`config.mk`:
```
export PLATFORM = sky130hd
export DESIGN_NAME = sysbus_mem_ctrl
export DESIGN_NICKNAME = d
export VERILOG_FILES = /design/src/rtl/sysbus_mem_ctrl.sv
export SDC_FILE = /design/constraint.sdc
export NUM_CORES = 1
export LEC_CHECK = 0
export BUFFER_PORTS_ARGS = -buffer_cell sky130_fd_sc_hd__buf_2
export CAP_MARGIN = 20
export CORE_MARGIN = 4
export CORE_UTILIZATION = 40
export CTS_CLUSTER_SIZE = 30
export DETAILED_ROUTE_END_ITERATION = 7
export MAX_ROUTING_LAYER = met4
export PLACE_DENSITY = 0.67
export SLEW_MARGIN = 10
export SYNTH_ARGS = -nofsm -noshare
export SYNTH_HDL_FRONTEND = slang
export SYNTH_SLANG_ARGS = --single-unit
```
`constraint.sdc`:
```
create_clock -name Clock -period 3.5 [get_ports Clock]
set_input_delay 0 -clock Clock [delete_from_list [all_inputs] [get_ports Clock]]
set_output_delay 0 -clock Clock [all_outputs]
set_load 0.05 [all_outputs]
```
`src/rtl/sysbus_mem_ctrl.sv`:
```
// SysBus-to-asynchronous-SRAM access controller: latches address/write data from SysBus,
// runs one strobed SRAM cycle with programmable wait states and returns read data with a Done pulse.
module sysbus_mem_ctrl #(
  parameter int          WAIT_STATES = 2,
  parameter logic [15:0] RESET_DATA  = 16'h0000
) (
  input  logic        Clock,
  input  logic        nReset,
  input  logic        Start,
  input  logic        Write,
  input  logic [15:0] SysBusIn,
  output logic [15:0] DataIn,
  output logic        Busy,
  output logic        Done,
  output logic        Overrun,
  output logic [15:0] RamAddr,
  output logic [15:0] RamWData,
  input  logic [15:0] RamRData,
  output logic        RamCe_n,
  output logic        RamOe_n,
  output logic        RamWe_n
);

  typedef enum logic [2:0] {
    S_IDLE,
    S_WDATA,
    S_SETUP,
    S_STROBE,
    S_HOLD,
    S_DONE
  } state_t;

  state_t      state_q, state_d;
  logic        wr_q, wr_d;
  logic [3:0]  cnt_q, cnt_d;
  logic [15:0] addr_q, addr_d;
  logic [15:0] wdata_q, wdata_d;
  logic [15:0] data_q, data_d;
  logic        ovr_q, ovr_d;

  always_ff @(posedge Clock or negedge nReset) begin
    if (!nReset) begin
      state_q <= S_IDLE;
    end else begin
      state_q <= state_d;
    end
  end

  always_comb begin
    state_d = state_q;
    case (state_q)
      S_IDLE:   if (Start) state_d = Write ? S_WDATA : S_SETUP;
      S_WDATA:  state_d = S_SETUP;
      S_SETUP:  state_d = S_STROBE;
      S_STROBE: if (cnt_q == 4'd0) state_d = S_HOLD;
      S_HOLD:   state_d = S_DONE;
      S_DONE:   state_d = S_IDLE;
      default:  state_d = S_IDLE;
    endcase
  end

  // Request capture, wait counter, read-data return and sticky overrun flag
  always_comb begin
    wr_d    = wr_q;
    cnt_d   = cnt_q;
    addr_d  = addr_q;
    wdata_d = wdata_q;
    data_d  = data_q;
    ovr_d   = ovr_q;
    case (state_q)
      S_IDLE: begin
        if (Start) begin
          addr_d = SysBusIn;
          wr_d   = Write;
        end
      end
      S_WDATA:  wdata_d = SysBusIn;
      S_SETUP:  cnt_d = 4'(WAIT_STATES);
      S_STROBE: begin
        if (cnt_q != 4'd0) begin
          cnt_d = cnt_q - 4'd1;
        end else if (!wr_q) begin
          data_d = RamRData;
        end
      end
      default: ;
    endcase
    if (Start && (state_q != S_IDLE)) ovr_d = 1'b1;
  end

  always_ff @(posedge Clock or negedge nReset) begin
    if (!nReset) begin
      wr_q    <= 1'b0;
      cnt_q   <= 4'd0;
      addr_q  <= 16'h0000;
      wdata_q <= 16'h0000;
      data_q  <= RESET_DATA;
      ovr_q   <= 1'b0;
    end else begin
      wr_q    <= wr_d;
      cnt_q   <= cnt_d;
      addr_q  <= addr_d;
      wdata_q <= wdata_d;
      data_q  <= data_d;
      ovr_q   <= ovr_d;
    end
  end

  // Strobes decode from registered state only so they cannot glitch on input changes
  always_comb begin
    Busy     = (state_q != S_IDLE);
    Done     = (state_q == S_DONE);
    RamCe_n  = !((state_q == S_SETUP) || (state_q == S_STROBE) || (state_q == S_HOLD));
    RamOe_n  = !((state_q == S_STROBE) && !wr_q);
    RamWe_n  = !((state_q == S_STROBE) && wr_q);
    DataIn   = data_q;
    Overrun  = ovr_q;
    RamAddr  = addr_q;
    RamWData = wdata_q;
  end

endmodule

```
* After elaboration in Yosys (flattened, before gate mapping) *
Cells that the tools add are included.

cells by class
  $add $sub $neg = 1
  equality and inequality tests = 8
  muxes and demuxes = 6
  bitwise gates (word level) = 2
  reduce and logical (&&, ||, !) cells = 18

operators by type and width
  cell                                               number
  one-hot mux 3 bit (5 select lines)                 1
  one-hot mux 4 bit (2 select lines)                 1
  == test 3 x 2 -> 1 bit (second input constant)     2
  == test 3 bit (second input constant)              2
  2-to-1 mux 3 bit                                   2
  inequality test 2 bit (second input constant)      3
  AND reduction 2 bit                                3
  logical NOT 1 bit                                  4
  logical NOT 4 bit                                  1
  2-to-1 mux 4 bit                                   1
  nonzero test 4 bit                                 1
  subtractor 4 x 1 -> 4 bit (second input constant)  1
  == test 3 x 1 -> 1 bit (second input constant)     1
  logical AND 1 bit                                  3
  logical NOT 3 bit                                  1
  AND reduction 3 bit                                1
  nonzero test 3 bit                                 1
  logical OR 1 bit                                   2
  2-to-1 mux 2 bit                                   1
  NOT 1 bit                                          2
  nonzero test 2 bit                                 1

storage, ports and cells
  register bits after elaboration = 57
  output and inout bits = 54
  word-level logic and storage cells = 42

* Longest topological paths before layout *
Gate-level depths: netlist of the first run.

  depth in word-level cells = 4
  depth in mapped cells = 7
  depth with buffers taken out = 5

* Worst setup path before layout of the first run *
OpenSTA, ideal clock, no wires.

  path type = reg2reg
  from = register state_q[1]
  to = register addr_q[10] (netlist: RamAddr[10])
  library setup time = 0.125 ns
  arrival time = 2.012 ns
  data required time = 3.375 ns
  setup slack = 1.363 ns
  stages on the path, launching flop included = 6
  path buffers = 2
  path through = dfrtp_1 > buf_2 > or3_1 > nor2_2 > buf_4 > mux2_2

on the way
  longest elaborated chain between the ends = 2

ends and longest elaborated chain
  what                                  line  source
  start, declared                       33    state_t state_q, state_d;
  start signal, assigned                45    state_q <= state_d;
  logical NOT 3 bit                     70    case (state_q)
  AND reduction 2 bit (no source line)  --
  end signal, assigned                  102   addr_q <= addr_d;
  end, declared                         36    logic [15:0] addr_q, addr_d;

Every way passes these cells.
A chain may end at the register's enable or synchronous reset.

* Final worst setup path of the first run *
  from = register state_q[0]
  to = register addr_q[2] (netlist: RamAddr[2])

The elaborated chain is that of the path after synthesis.

==> results.py, run 1 <==
metrics = {
    "yosys": {
        "postSynthNetCount": 197,
        "netlist_area_sq_um": 2370,
        "yosysSeqAreaShare": 0.603,
        "syn_avg_cell_area_sq_um": 14.9,
        "synth.ff_latch_count": 57,
        "synth.area.top_cells": "dfrtp_1 (60%), mux2_2 (19%), mux2_4 (6.3%)",
        "yosys.area.top_type": "dfrtp_1",
        "synth_top_flop_cell": "dfrtp_1",
        "post_synth_inst_count": 159,
        "synth.distinct_cells": 32,
        "synth_top_area_share": 0.603,
        "synth-async-reset-ratio": 1.00,
        "synth-warning-count": 0,
        "synth_enable_flop_cells": 0,
    },
    "worst_hold_path": {
        "worstHoldPathType": "in -> async",
    },
    "worst_setup_path": {
        "critical_path.reg2reg.startpoint": "state_q[0]$_DFFE_PN0P_",
        "setup.worst_path.end_class": "flop",
        "critical_path.max_fanout": 17,
        "critPathKind": "reg -> reg",
        "timing.critical_path.required_ps": 3700,
        "worst-endpoint-arrival_ps": 2390,
        "reg2reg_to": "RamAddr[2]$_DFFE_PN0P_",
        "rrSetupSlack_ps": 1310,
        "rr_worst_depth": 3,
        "critPathLaunch": "state_q[0]$_DFFE_PN0P_",
        "critPathLaunchType": "flop",
    },
    "die": {
        "initial_utilization": 0.422,
        "die_area_sq_um": 7210,
        "dieWidth_um": 84.9,
        "rows": 27,
        "ios": 90,
        "design.core.area_sq_um": 5610,
        "die_y_um": 84.9,
    },
    "cells_and_area": {
        "finalCoreUtilization": 0.609,
        "final-instance-count-excl-fill": 366,
        "most-common-layout-cells": "buf_2 (89), dfrtp_1 (57), mux2_2 (39)",
        "mostFrequentLayoutCell": "buf_2",
        "final.fill_count": 465,
        "fin_nets": 328,
        "drive_above_1_share": 0.541,
        "antenna_cells": 0,
        "area_growth_pct": 44.4,
    },
    "global_route": {
        "grt_max_degree": 57,
        "grtUsageTotal": 0.162,
        "grt_pass1_wl_mm": 8.89,
        "number_of_global_route_vias_before_repair": 1791,
        "antenna_found_initial": 0,
        "grt_overflow": 0,
    },
    "timing": {
        "worst_margin_slew_ps": 851,
        "rsz0062_at_grt": "false",
        "maxClockFrequency_mhz": 456,
        "layout_min_cycle_time_ps": 2190,
        "tns_ps": 0,
        "final_skew_ps": 5.73,
        "finalSetupViolations": 0,
        "final_max_slew_viol_count": 0,
        "timing.hold.ws_ps": 365,
        "post-route-period-util": 0.627,
        "finalHoldViolCount": 0,
        "slew_headroom": 0.432,
    },
    "clock_tree": {
        "cts_max_path_buffers": 2,
        "clk-insertion-delay-late_ps": 320,
        "cts_root_buf": "clkbuf_8",
        "tritoncts.num_buffers": 9,
        "tritoncts_clock_tree": "built",
        "clkSinkCount": 57,
        "cts_htree_levels": 3,
        "post_cts.resized_instances": 0,
        "clk_pin_slew_ps": 60,
    },
    "detailed_routing": {
        "detailedRoute.firstIterationViolations": 54,
        "route.detailed.drc": 0,
        "routed_wire_length_per_instance_um": 14.6,
        "dr.pass1.iters": 4,
        "drt-total-wl_mm": 5.35,
        "ant_nets": 0,
        "vias": 1714,
        "viasPerCell": 4.68,
    },
    "job": {
        "cap_viol_max_count": 0,
    },
    "placed_design": {
        "hpwlAfterDp_mm": 3.52,
        "numPortBuffers": 89,
        "finalWeightedCongestion": 0.783,
        "place_inst": 315,
    },
    "status": {
        "result_of_the_run": "finished, final reports clean",
    },
}
==> layer usage <==
metal  share of wire  global-route usage  wire (um)  vias up
met5               0                   -          0        -
met4           0.012              0.0561         65        0
met3           0.067              0.0485        357        9
met2            0.49               0.256       2610       57
met1            0.43               0.198       2320      824
li1                -                   -          -      824
==> synth_stat cells (all sizes together) (2+ instances only) <==
library cell and n:
buf 5, o21ai 4, inv 3, or3 2, o31ai 2, nor2b 2, clkbuf 2, nor2 4
dfrtp 57, ha 2, a21oi 4, nand2b 3, nand2 7, mux2 49
==> logic make-up after synthesis <==
group | share of synthesized area
AO/OA/AOI/OAI | 0.0397
adder cells (fa/ha/maj) | 0.0106
buffers and inverters | 0.0286
flip-flops | 0.603
multiplexers | 0.249
AND/OR/NAND/NOR | 0.0693
==> final cells by class <==
type | instances | area, sq um | area share
well taps | 72 | 90.1 | 0.0264
clock buffers | 12 | 155 | 0.0454
flip-flops and latches | 57 | 1430 | 0.418
multi-input cells | 92 | 872 | 0.255
repair buffers | 127 | 821 | 0.240
clock inverters | 3 | 40.0 | 0.0117
inverters | 3 | 11.3 | 0.00330
==> flip-flops by register name, indices dropped and copies added (netlist names) <==
name,flops
DataIn,16
Overrun,1
RamAddr,16
RamWData,16
cnt_q,4
state_q,3
wr_q,1
==> metrics by stage <==
stage / instance area [sq um] / setup WS [ps]
floorplan: 2370 / 1360
global placement: 2860 / 1350
detailed placement: 2860 / 1310
CTS: 3420 / 1290
global route: 3420 / 1210
finish: 3420 / 1310
==> how the worst max path moves through the flow <==
stage	to	cells past startpoint	slack, ps
final	RamAddr[2]$_DFFE_PN0P_	3	1310
after global routing	RamAddr[5]$_DFFE_PN0P_	3	1210
after CTS	wr_q$_DFFE_PN0P_	3	1290
after detailed placement	wr_q$_DFFE_PN0P_	3	1310
after global placement	DataIn[5]$_DFFE_PN0P_	5	1350
after floorplan	RamAddr[10]$_DFFE_PN0P_	5	1360
==> worst max-delay path, stage by stage (launching register included) <==
cell and delay [ps]:
dfrtp_1 520, or3_1 460, nor2_2 670, mux2_2 410
==> what timing repair did <==
item / 4_1_cts / 5_1_grt
hold buffers: 36 / 0
endpoints found under the hold margin: 108 / 0
setup endpoints to repair: 0 / 0
buffers inserted: 0 / 0
Power of run 1 is not shown: default switching activity piles up to over one toggle a cycle in this logic, so the estimate is an artifact.
==> run 2, diff against run 1 <==
- clock period: 3.5 -> 2.3 ns (I/O delays scaled with it)
==> results.py, run 2 (same netlist as run 1, synthesis figures left out) <==
metrics = {
    "status": {
        "result_of_the_run": "finished, final reports clean",
    },
    "worst_setup_path": {
        "crit_family": "simple AND/OR/NAND/NOR gates",
        "rrSetupSlack_ps": 130,
        "worst-endpoint-arrival_ps": 2380,
        "critPathKind": "reg -> reg",
        "timing.critical_path.required_ps": 2510,
        "critical_path.max_stage_delay_ps": 590,
        "critical_path.reg2reg.startpoint": "cnt_q[0]$_DFFE_PN0P_",
        "worst-path-stages": 5,
        "rr_worst_depth": 5,
        "critical_path.max_fanout": 16,
        "worstPathBufferInverterCount": 1,
        "setup.worst_path.end_class": "flop",
        "critPathLaunchType": "flop",
        "crit_chain": "inv_1 -> ha_1 -> or3b_4 -> or4_4 -> mux2_4",
        "critPathSlowestCell": "or4_4",
        "reg2reg_to": "DataIn[3]$_DFFE_PN0P_",
    },
    "clock_tree": {
        "clkSinkCount": 57,
        "clk_pin_slew_ps": 70,
        "tritoncts.num_buffers": 9,
        "tritoncts_clock_tree": "built",
        "cts_htree_levels": 3,
        "clk-insertion-delay-late_ps": 330,
        "cts_root_buf": "clkbuf_8",
        "cts_max_path_buffers": 2,
    },
    "placed_design": {
        "numPortBuffers": 89,
        "finalWeightedCongestion": 0.799,
        "hpwlAfterDp_mm": 3.61,
        "placed_area_sq_um": 2880,
    },
    "cells_and_area": {
        "stdcell_area_sq_um": 3440,
        "most-common-layout-cells": "buf_2 (89), dfrtp_1 (57), mux2_2 (39)",
        "drive_above_1_share": 0.551,
        "fin_nets": 329,
        "mostFrequentLayoutCell": "buf_2",
        "final.fill_count": 457,
        "antenna_cells": 0,
        "area_growth_pct": 45.4,
    },
    "detailed_routing": {
        "detailedRoute.firstIterationViolations": 76,
        "met2_wirelength_mm": 2.69,
        "ant_nets": 0,
        "vias": 1715,
        "route.detailed.drc": 0,
        "viasPerCell": 4.66,
        "routed_wire_length_per_instance_um": 15.0,
        "wl_met3_um": 354,
        "drt-total-wl_mm": 5.54,
        "dr.pass1.iters": 4,
        "routedLengthMet1_mm": 2.43,
        "top_signal_layer_used": "met4",
    },
    "timing": {
        "worst_margin_slew_ps": 808,
        "slew_headroom": 0.461,
        "final_max_slew_viol_count": 0,
        "finalSetupViolations": 0,
        "layout_min_cycle_time_ps": 2170,
        "maxClockFrequency_mhz": 461,
        "rsz0062_at_grt": "false",
        "final_skew_ps": 5.90,
        "tns_ps": 0,
        "finalHoldViolCount": 0,
        "post-route-period-util": 0.943,
    },
    "die": {
        "rows": 27,
        "design.core.area_sq_um": 5610,
        "die_area_sq_um": 7210,
        "ios": 90,
        "die_y_um": 84.9,
        "dieWidth_um": 84.9,
        "initial_utilization": 0.422,
    },
    "global_route": {
        "grt_max_degree": 38,
        "grt_pass1_wl_mm": 9.14,
        "number_of_global_route_vias_before_repair": 1873,
        "grtUsageTotal": 0.167,
        "grt_overflow": 0,
        "antenna_found_initial": 0,
    },
    "worst_hold_path": {
        "worstHoldPathType": "in -> async",
    },
    "job": {
        "cap_viol_max_count": 0,
    },
}
[run 2: changes by cell type in the layout (fill, tap and decap cells not counted)]
cell           delta
clkbuf_8          +1
clkinv_2          -1
dlygate4sd3_1     -1
clkinvlp_4        +2
clkbuf_1          -1
buf_4             +2
[run 2: worst register-to-register path, stage by stage, from the launching register on]
cell and delay [ps]:
dfrtp_1 400, inv_1 100, ha_1 190, or3b_4 410, or4_4 590, mux2_4 360
[run 2: timing repair]
| action | CTS | global route |
|---|---|---|
| endpoints found under the hold margin | 86 | 0 |
| hold buffers | 35 | 0 |
| endpoints found under the setup margin | 0 | 0 |
| gates resized for setup | 0 | 0 |
| buffers inserted | 0 | 0 |
[run 2: worst max-delay path by stage]
stage / startpoint / to
6_report: cnt_q[0]$_DFFE_PN0P_ / DataIn[3]$_DFFE_PN0P_
4_1_cts: cnt_q[0]$_DFFE_PN0P_ / DataIn[9]$_DFFE_PN0P_
3_3_place_gp: cnt_q[0]$_DFFE_PN0P_ / DataIn[5]$_DFFE_PN0P_
2_1_floorplan: state_q[1]$_DFFE_PN0P_ / RamAddr[10]$_DFFE_PN0P_
3_5_place_dp: cnt_q[0]$_DFFE_PN0P_ / DataIn[9]$_DFFE_PN0P_
5_1_grt: cnt_q[1]$_DFFE_PN0P_ / DataIn[3]$_DFFE_PN0P_
[run 2: layout make-up]
cell class | instances | area, sq um | area share
clock buffer | 12 | 165 | 0.0480
clock inverter | 4 | 50.0 | 0.0145
inverter | 3 | 11.3 | 0.00327
multi-input combinational | 92 | 872 | 0.253
sequential | 57 | 1430 | 0.415
tap | 72 | 90.1 | 0.0262
timing repair buffer | 128 | 826 | 0.240
[run 2: per-stage QoR]
stage,setup slack [ps],std cells,util,hold slack [ps]
after floorplan,163,159,-,-296
after detailed placement,151,317,0.513,145
after global routing,58.4,368,0.614,389
after global placement,211,317,0.513,145
final,130,368,0.614,299
after CTS,140,368,0.614,326
[run 2: metal layers]
metal | GRT usage | vias up
li1 | - | 828
met1 | 0.204 | 819
met2 | 0.264 | 61
met3 | 0.0447 | 7
met4 | 0.0647 | 0
met5 | - | -
Power of run 2 is left out for the same reason.
